### src/rtl/fb_write_arbiter.sv
// Framebuffer write-port arbiter: round-robin between the S and P
// requesters, plus a one-pixel-per-cycle full-frame clear sweep.
module fb_write_arbiter #(
  parameter int COORD_W = 6,
  parameter int COLOR_W = 12
) (
  input  logic               clk,
  input  logic               resetn,
  input  logic               s_valid,
  output logic               s_ready,
  input  logic [COORD_W-1:0] s_x,
  input  logic [COORD_W-1:0] s_y,
  input  logic [COLOR_W-1:0] s_color,
  input  logic               p_valid,
  output logic               p_ready,
  input  logic [COORD_W-1:0] p_x,
  input  logic [COORD_W-1:0] p_y,
  input  logic [COLOR_W-1:0] p_color,
  input  logic               clear_start,
  input  logic [COLOR_W-1:0] clear_color,
  output logic               clear_busy,
  output logic               clear_done,
  output logic               write_en,
  output logic [COORD_W-1:0] write_x,
  output logic [COORD_W-1:0] write_y,
  output logic [COLOR_W-1:0] write_color
);

  localparam int CNT_W = 2 * COORD_W;
  localparam logic [CNT_W-1:0] CNT_LAST = '1;

  typedef enum logic {
    IDLE,
    CLEAR
  } state_t;

  state_t             state;
  state_t             state_nxt;
  logic               rr_p;
  logic [CNT_W-1:0]   cnt;
  logic [COLOR_W-1:0] clr_color;
  logic               idle;
  logic               s_xfer;
  logic               p_xfer;
  logic               clr_go;
  logic               cnt_last;

  assign idle     = (state == IDLE);
  assign s_xfer   = s_valid & s_ready;
  assign p_xfer   = p_valid & p_ready;
  assign clr_go   = idle & clear_start;
  assign cnt_last = (cnt == CNT_LAST);

  // State register
  always_ff @(posedge clk or negedge resetn) begin
    if (!resetn) state <= IDLE;
    else         state <= state_nxt;
  end

  // Next-state: start on request, return after the last pixel
  always_comb begin
    state_nxt = state;
    unique case (state)
      IDLE:  if (clear_start) state_nxt = CLEAR;
      CLEAR: if (cnt_last)    state_nxt = IDLE;
      default: state_nxt = IDLE;
    endcase
  end

  // Grants and busy; the port not granted last wins a tie
  always_comb begin
    s_ready    = idle & s_valid & (~p_valid | rr_p);
    p_ready    = idle & p_valid & (~s_valid | ~rr_p);
    clear_busy = ~idle;
  end

  // Round-robin history, sweep counter and latched fill colour
  always_ff @(posedge clk or negedge resetn) begin
    if (!resetn) begin
      rr_p      <= 1'b1;
      cnt       <= '0;
      clr_color <= '0;
    end else begin
      if (p_xfer)      rr_p <= 1'b1;
      else if (s_xfer) rr_p <= 1'b0;
      if (clr_go) begin
        cnt       <= '0;
        clr_color <= clear_color;
      end else if (!idle && !cnt_last) begin
        cnt <= cnt + 1'b1;
      end
    end
  end

  // Registered write port; data holds when nothing is issued
  always_ff @(posedge clk or negedge resetn) begin
    if (!resetn) begin
      write_en    <= 1'b0;
      write_x     <= '0;
      write_y     <= '0;
      write_color <= '0;
      clear_done  <= 1'b0;
    end else begin
      write_en   <= 1'b0;
      clear_done <= 1'b0;
      if (!idle) begin
        write_en    <= 1'b1;
        write_x     <= cnt[COORD_W-1:0];
        write_y     <= cnt[CNT_W-1:COORD_W];
        write_color <= clr_color;
        clear_done  <= cnt_last;
      end else if (s_xfer) begin
        write_en    <= 1'b1;
        write_x     <= s_x;
        write_y     <= s_y;
        write_color <= s_color;
      end else if (p_xfer) begin
        write_en    <= 1'b1;
        write_x     <= p_x;
        write_y     <= p_y;
        write_color <= p_color;
      end
    end
  end

endmodule

### config.mk
export PLATFORM = sky130hd
export DESIGN_NAME = fb_write_arbiter
export DESIGN_NICKNAME = d
export VERILOG_FILES = /design/src/rtl/fb_write_arbiter.sv
export SDC_FILE = /design/constraint.sdc
export NUM_CORES = 1
export LEC_CHECK = 0
export CAP_MARGIN = 5
export CORE_ASPECT_RATIO = 0.5
export CORE_MARGIN = 3
export CORE_UTILIZATION = 45
export DETAILED_ROUTE_END_ITERATION = 8
export GPL_TIMING_DRIVEN = 0
export PLACE_DENSITY = 0.79
export SETUP_SLACK_MARGIN = 0.5
export SLEW_MARGIN = 20
export SYNTH_ARGS = -nofsm -noshare
export SYNTH_HDL_FRONTEND = slang
export SYNTH_SLANG_ARGS = --single-unit
### constraint.sdc
create_clock -name clk -period 2.77 [get_ports clk]
set_input_delay 0.4155 -clock clk [delete_from_list [all_inputs] [get_ports clk]]
set_output_delay 0.4155 -clock clk [all_outputs]
set_load 0.005 [all_outputs]
Yosys cells after proc, flatten, opt, wreduce, memory -nomap -nowiden
Cells that the tools add are included.
Word-level totals
  bits in registers: 52
  bits in latches: 0
  memory bits (writable): 0
  ROM bits: 0
  bits of input ports: 65
  output and inout bits: 29
  word-level logic and storage cells: 49
  memories: 0
Cells by class
  add/subtract/negate cells: 1
  $mul: 0
  divide/modulo/power cells: 0
  magnitude comparators: 0
  equal/unequal tests: 1
  shift-type cells: 0
  multiplexer cells: 20
  bitwise logic cells: 13
  reductions and logical operators: 5
Operators with widths (count)
  12-bit 2-to-1 mux: 5
  6-bit 2-to-1 mux: 6
  12-bit by 1-bit adder with 12-bit output (second input constant): 1
  12-bit == test (second input constant): 1
  1-bit 2-to-1 mux: 8
  1-bit bitwise AND: 7
  1-bit inverter: 4
  2-bit nonzero test: 2
  3-bit nonzero test: 1
  1-bit bitwise OR: 2
  1-bit one-hot mux with 2 select lines: 1
  1-bit logical AND: 1
  1-bit logical NOT: 1

Depth between registers and ports, before layout
Gate-level depths: netlist of the first run.
  word-level depth: 7
  gate-level depth with buffers: 6
  gate-level depth less buffers: 5

Worst setup path after synthesis of the first run
No wires, ideal clock.
  path type: reg-to-reg
  start: register cnt[0]
  end: register cnt[1]
  setup time: 126 ps
  data arrival time: 1800 ps
  required time: 2644 ps
  setup slack: 844 ps
  cell stages (with the launch flop): 7
  buffers on the path: 1
  period minus slack after synthesis: 1926 ps
  cells stage by stage: dfrtp_1 ha_1 nand2_1 or4b_1 buf_6 and3_1 a311o_1
On the way
  word-level cells in the longest chain between the ends: 4
  elaborated cells on any way between the ends: 7
  classes of those cells: 1 x add/sub; 1 x eq/ne; 2 x mux; 3 x reduce/logical
RTL lines
  start, declared: RTL line 40  | logic [CNT_W-1:0] cnt;
  start signal, assigned: RTL line 90  | cnt <= cnt + 1'b1;
  branches (longest 4 deep; another with 12-bit by 1-bit adder with 12-bit output)
Several ways; the timed one is not identified. The select of a mux whose other input is x is not followed.
A chain may end at the register's enable or synchronous reset.

Worst setup path in the final report of the first run
Ends and elaborated chain as after synthesis.

==> results of run 1 <==
==> registers in the layout, indices dropped and copies added (netlist names) <==
signal	cells
rr_p	1
write_color	12
cnt	12
clr_color	12
write_y	6
clear_done	1
write_en	1
write_x	6
clear_busy	1
==> area by class of cell <==
cell class	instances	share of cell area
Buffer	24	0.0363
Multi-Input combinational cell	224	0.318
Timing Repair Buffer	95	0.237
Tap cell	73	0.0230
Sequential cell	52	0.328
Clock inverter	3	0.0227
Clock buffer	5	0.0315
Inverter	4	0.00378
==> final timing paths <==
check / from / to / slack, ps / depth (start not counted)
setup / recovery: cnt[0] / cnt[1] / 630 / 6
hold / removal: resetn / write_y[0] / 140 / 1
setup reg to reg: cnt[0] / cnt[1] / 630 / 6
hold reg to reg: clr_color[6] / clr_color[6] / 480 / 2
max in group asynchronous: resetn / write_color[3] / 2170 / 1
min in group clk: clr_color[6] / clr_color[6] / 480 / 2
==> through the flow <==
stage               total power, W  cells  worst slack, ps   util
floorplan                 0.000880    304              844      -
global placement           0.00103    470             -218  0.657
detailed placement         0.00103    470            -26.8  0.656
CTS                        0.00193    480              592  0.707
global route               0.00199    480              563  0.707
finish                     0.00193    480              627  0.707
==> routing by layer <==
layer | GRT usage | part of all wire
met5 | 0 | 0
met4 | 0.0686 | 0.014
met3 | 0.0518 | 0.053
met2 | 0.415 | 0.48
met1 | 0.334 | 0.45
==> placed cells by master (no fill, tap or decap), types with 4 or more instances in the layout <==
| cell type | instances |
|---|---|
| sky130_fd_sc_hd__a211oi_1 | 25 |
| sky130_fd_sc_hd__a21oi_1 | 6 |
| sky130_fd_sc_hd__and3_1 | 26 |
| sky130_fd_sc_hd__clkbuf_1 | 13 |
| sky130_fd_sc_hd__clkbuf_16 | 5 |
| sky130_fd_sc_hd__clkdlybuf4s50_1 | 89 |
| sky130_fd_sc_hd__dfrtp_1 | 51 |
| sky130_fd_sc_hd__inv_1 | 4 |
| sky130_fd_sc_hd__nand2_1 | 72 |
| sky130_fd_sc_hd__nor2_1 | 32 |
| sky130_fd_sc_hd__o31ai_1 | 24 |
==> synthesized netlist by cell type, drive strengths merged (2+ instances only) <==
cell type  count
o211ai         2
mux2i          2
dfrtp         51
o21ai          3
a311o          2
nor4           2
nor2          32
and3          26
nor2b          2
nor3           2
a311oi         3
a211oi        25
o31ai         24
nand3          2
a31oi          3
nand4          2
a21oi          6
clkbuf        22
inv            4
nand2         73
buf            2
or2            2
==> cell families (layout without fill, tap and decap cells) <==
kind of cell,after synthesis,count (layout),share of synthesized area
fa+ha+maj,1,1,0.00470
mux,2,2,0.00752
simple gates,149,149,0.258
xor+xnor,1,1,0.00329
buf+inv,28,131,0.0428
flops,52,52,0.489
compound gates,71,71,0.194
==> repair_timing <==
action,in CTS,in global routing
cloned,0,0
setup buffers,2,0
pin swaps,0,0
hold endpoints to repair,0,0
setup endpoints to repair,2,11
resized for setup,22,4
==> where the power goes <==
| part | leakage, nW | switching [W] | total, W | internal [W] |
|---|---|---|---|---|
| clock | 0.104 | 0.000290 | 0.000900 | 0.000609 |
| sequential | 0.627 | 0.0000127 | 0.000792 | 0.000780 |
| combinational | 1.04 | 0.0000955 | 0.000234 | 0.000138 |
| total | 1.77 | 0.000398 | 0.00193 | 0.00153 |
==> worst reg2reg max path: cells and delay by family (launching register included) <==
family	cells	cell delay (ps)
DFF	1	470
adders and majority gates	1	240
AOI/OAI and AO/OA	1	300
and+or+nand+nor	3	860
buffers and inverters	1	160
==> reports/qor.log, run 1 <==
[outcome] run status complete, no violations
[power] Power Density 485 nW/um^2
[logic_synthesis] synth top area cells sky130_fd_sc_hd__dfrtp_1 (48%), sky130_fd_sc_hd__nand2_1 (10%), sky130_fd_sc_hd__a211oi_1 (7.0%)
[grt] pin count of the biggest net entering global routing 53
[detailed_routing] routed vias/inst 5.58
[sta] Period minus WS final 2140 ps
[cts] CTS Sinks 52
[cts] Skew-Pair Late Insertion Delay 300 ps
[sta] post-route fraction of the period consumed by the critical path 0.774
[sta] relative slew slack 0.555
[floorplanning] initial core utilization 0.475
[logic_synthesis] leading area contributor after synthesis sky130_fd_sc_hd__dfrtp_1
[logic_synthesis] Post-Syn Area 2660 um^2
[logic_synthesis] count of distinct cell types in the synthesized netlist 36
[sta] unrepaired setup endpoints after global routing no
[cts] register clock-pin slew on the reported worst setup and hold paths 70 ps
[floorplanning] Chip Height 60.4 um
[cts] Inserted Clock Buffers 5
[detailed_routing] wire length per cell 17.3 um
[sta] Highest Clock Rate 0.467 GHz
[grt] global route total overflow 0
[logic_synthesis] top flip-flop cell by instance count after synthesis sky130_fd_sc_hd__dfrtp_1
[layout] Final Cell Area 3970 um^2
[critical_path] critical path, cell by cell ha_1 > nand2_1 > or4b_1 > buf_6 > and3_1 > a311o_1
[floorplanning] die width 115 um
[critical_path] data arrival at the endpoint of the critical path 2330 ps
[power] static leakage 1.77 nW
[cts] root buffer cell sky130_fd_sc_hd__clkbuf_16
[logic_synthesis] number of flops mapped to enable cells by yosys 0
[logic_synthesis] Synth Instances 304
[layout] layout cell share with drive strength beyond 1 0.0688
[power] VDD IR max 0.293 mV
[floorplanning] DIE AREA 6930 um^2
[detailed_routing] Post-Route WL 8290 um
[critical_path] cell with the biggest individual delay on the critical path sky130_fd_sc_hd__or4b_1
[sta] slew at the pin closest to its max-slew limit 668 ps
[critical_path] critical path required time 2960 ps
[sta] Slew Viols, Final 0
[logic_synthesis] post-synthesis sequential area ratio 0.489
[layout] multi-input gate area in the final layout 1260 um^2
[detailed_routing] count of routing violations after the opening detailed-route iteration 312
[layout] final-layout fill cell count 436
[cts] clock tree buffer depth 2
[logic_synthesis] share of Yosys cell area claimed by the top area cell type 0.479
[logic_synthesis] flip-flop and latch count after synthesis 52
[sta] Final TNS setup 0 ps
[place] number of input and output port buffers inserted 93
[detailed_routing] vias after detailed routing 2,679
[cts] H-tree levels 2
[sta] Final Hold Violating Endpoints 0
[layout] sequential cell area in the final layout 1300 um^2
[sta] final hold slack 139 ps
[grt] total routing usage reported by global routing 0.247
[detailed_routing] total DRC errors in the routed layout 0
[run] count of maximum capacitance violations 0
[logic_synthesis] number of warning messages in the yosys log 0
[critical_path] Setup Crit Path Kind reg -> reg
[place] total cell area at the placement stage 3680 um^2
[place] last weighted congestion value of the routability-driven placer 0.836
[floorplanning] placeable core region 5610 um^2
[critical_path] critical path's largest stage delay 550 ps
[critical_path] family of cells with the greatest summed delay on the critical path simple AND/OR/NAND/NOR gates
[cts] hold-fix buffers at CTS 0
[critical_path] largest fanout on the critical path 9
[grt] initial antenna violation count 0
[detailed_routing] TritonRoute pass-1 iters 6
[floorplanning] num ports 94
[cts] TritonCTS clock tree yes
[logic_synthesis] fraction of synthesis flops using an asynchronous set or reset pin 1.00
[critical_path] CP Launch Type flop
[grt] vias in the first global route 2,695
[sta] Final setup violation count 0
[layout] final net count 472
[logic_synthesis] syn_area_per_cell 8.76 um^2
[sta] skew final 8.05 ps
[min_path] worst hold-check path type in -> async
[floorplanning] number of placement rows 19
[critical_path] Critical Path End Type flop
[detailed_routing] number of nets with antenna violations after routing 0
[logic_synthesis] Post-Syn Nets 370
[critical_path] Buf+Inv Stages, Crit Path 1
[grt] first-pass GRT wire length 13,400 um
[layout] Antenna Diode Count 0
[layout] area added between synthesis and finish 49.1%
[place] total half-perimeter wirelength after legalization and detailed placement 6050 um
(Power assumes the default switching activity.)
==> run 2: changes to the inputs <==
CORE_UTILIZATION = 41   (was 45)
PLACE_DENSITY = 0.76   (was 0.79)
clock period = 1.9 ns   (was 2.77 ns; I/O delays follow)
==> run 2 against run 1 <==
  * The flow now finishes with violations (setup timing)
  * Sequential share of layout area fell by 5.6 points
  * Combinational power rose by 100%
  * Largest power group is now sequential cells
  * Via count rose by 21%
  * Worst hold slack improved by 340 ps
  * Clock power rose by 17%
  * Register-to-register slack got worse by 750 ps
  * Setup slack got worse by 750 ps
  * Total power rose by 39%
  * Maximum frequency rose by 5.8%
  * Cell count rose by 13%
  * Routed wire length rose by 42%
  * Critical endpoint is now cnt[5]
  * Design area rose by 21%
==> reports/qor.log, run 2 (synthesized netlist as in run 1, its figures left out) <==
[sta] relative slew slack 0.610
[floorplanning] Chip Height 63.0 um
[power] VDD IR max 0.347 mV
[critical_path] reg-to-reg startpoint cnt[1]
[critical_path] CP Launch Type flop
[run] count of maximum capacitance violations 0
[sta] unrepaired setup endpoints after global routing yes
[detailed_routing] Post-Route WL 11,800 um
[layout] commonest non-fill, non-tap cell in the layout sky130_fd_sc_hd__nand2_1
[floorplanning] placeable core region 6180 um^2
[grt] first-pass GRT wire length 16,200 um
[sta] post-layout worst setup margin -126 ps
[detailed_routing] number of nets with antenna violations after routing 0
[cts] register clock-pin slew on the reported worst setup and hold paths 70 ps
[power] static leakage 2.15 nW
[sta] slew at the pin closest to its max-slew limit 585 ps
[floorplanning] die width 120 um
[place] number of input and output port buffers inserted 93
[cts] Skew-Pair Late Insertion Delay 300 ps
[detailed_routing] routed vias/inst 6.01
[layout] Final Cell Area 4810 um^2
[critical_path] Critical Path End Type flop
[outcome] run status finished with violations
[detailed_routing] wire length per cell 21.7 um
[grt] vias in the first global route 3,186
[layout] Antenna Diode Count 0
[power] Power Density 556 nW/um^2
[cts] root buffer cell sky130_fd_sc_hd__clkbuf_16
[sta] Slew Viols, Final 0
[place] last weighted congestion value of the routability-driven placer 0.860
[power] Final Total Pwr 0.00267 W
[floorplanning] initial core utilization 0.431
[detailed_routing] vias after detailed routing 3,253
[critical_path] largest fanout on the critical path 8
[layout] final-layout fill cell count 349
[sta] skew final 5.60 ps
[sta] Final TNS setup -126 ps
[outcome] violations in the final reports setup timing
[layout] largest registers clr_color x12, cnt x12, write_color x12
[grt] global route total overflow 0
[grt] pin count of the biggest net entering global routing 33
[sta] Period minus WS final 2030 ps
[layout] final net count 518
[critical_path] worst setup path start cnt[1]
[layout] commonest cells after routing, fill and taps aside sky130_fd_sc_hd__nand2_1 (70), sky130_fd_sc_hd__clkdlybuf4s50_1 (61), sky130_fd_sc_hd__dfrtp_1 (46)
[grt] total routing usage reported by global routing 0.272
[cts] Inserted Clock Buffers 5
[layout] area added between synthesis and finish 80.6%
[sta] Final setup violation count 1
[cts] clock tree buffer depth 2
[place] worst slack after detailed placement -586 ps
[place] total half-perimeter wirelength after legalization and detailed placement 6330 um
[layout] sequential cell area in the final layout 1310 um^2
[critical_path] data arrival at the endpoint of the critical path 2170 ps
[cts] CTS Sinks 52
[detailed_routing] total DRC errors in the routed layout 0
[min_path] worst hold-check path type in -> async
[floorplanning] num ports 94
[layout] layout cell share with drive strength beyond 1 0.340
[sta] post-route fraction of the period consumed by the critical path 1.07
[detailed_routing] TritonRoute pass-1 iters 5
[sta] Highest Clock Rate 0.494 GHz
[floorplanning] DIE AREA 7560 um^2
[layout] multi-input gate area in the final layout 1580 um^2
[cts] H-tree levels 2
[place] total cell area at the placement stage 3750 um^2
[critical_path] Setup Crit Path Kind reg -> reg
[sta] Final Hold Violating Endpoints 0
[critical_path] critical path required time 2050 ps
[detailed_routing] count of routing violations after the opening detailed-route iteration 396
[cts] TritonCTS clock tree yes
[floorplanning] number of placement rows 20
[grt] initial antenna violation count 0
run 2: repair_timing:
item	in CTS	in global routing
hold endpoints to repair	20	0
pin swaps	66	13
hold buffers	1	0
gates cloned	3	2
gates resized for setup	132	47
buffers inserted	22	19
endpoints found under the setup margin	76	51
run 2: final cells by class:
class / count / share of cell area
clock buffer: 5 / 0.0260
buffer: 24 / 0.0570
multi-input combinational: 224 / 0.329
clock inverter: 3 / 0.00885
timing repair buffer: 141 / 0.281
inverter: 4 / 0.00364
tap: 88 / 0.0229
sequential: 52 / 0.272
run 2: critical path, cell delays in order (launching register included):
cell and delay (ps):
sky130_fd_sc_hd__dfrtp_1 360, sky130_fd_sc_hd__buf_4 120, sky130_fd_sc_hd__buf_4 120, sky130_fd_sc_hd__nand3_1 280, sky130_fd_sc_hd__nor2b_1 280, sky130_fd_sc_hd__a311oi_1 530
sky130_fd_sc_hd__o211ai_1 190
run 2: routing by layer:
layer	GRT usage	vias up	wire, um
met5	0	-	0
met4	0.131	0	718
met3	0.0552	72	805
met2	0.469	213	5680
met1	0.328	1587	4560
li1	-	1381	-
run 2: worst paths after layout:
| path | depth (start not counted) | to | slack (ps) |
|---|---|---|---|
| worst min register to register | 2 | clr_color[11] | 480 |
| max in group asynchronous | 3 | rr_p | 790 |
| worst min-delay path | 2 | clr_color[2] | 480 |
| worst max-delay path | 6 | cnt[5] | -130 |
| min in group clk | 2 | clr_color[11] | 480 |
| worst max register to register | 6 | cnt[5] | -130 |
run 2: power breakdown:
group	switching (W)	total (W)	internal (W)
sequential	0.0000197	0.00116	0.00114
combinational	0.000198	0.000471	0.000272
clock	0.000427	0.00105	0.000620
total	0.000645	0.00267	0.00203
run 2: stage by stage:
step           std cells  hold WS [ps]   util
2_1_floorplan        304         -10.6      -
3_3_place_gp         485           459  0.604
3_5_place_dp         486           283  0.606
4_1_cts              520           482  0.730
5_1_grt              541           493  0.778
6_report             541           479  0.778
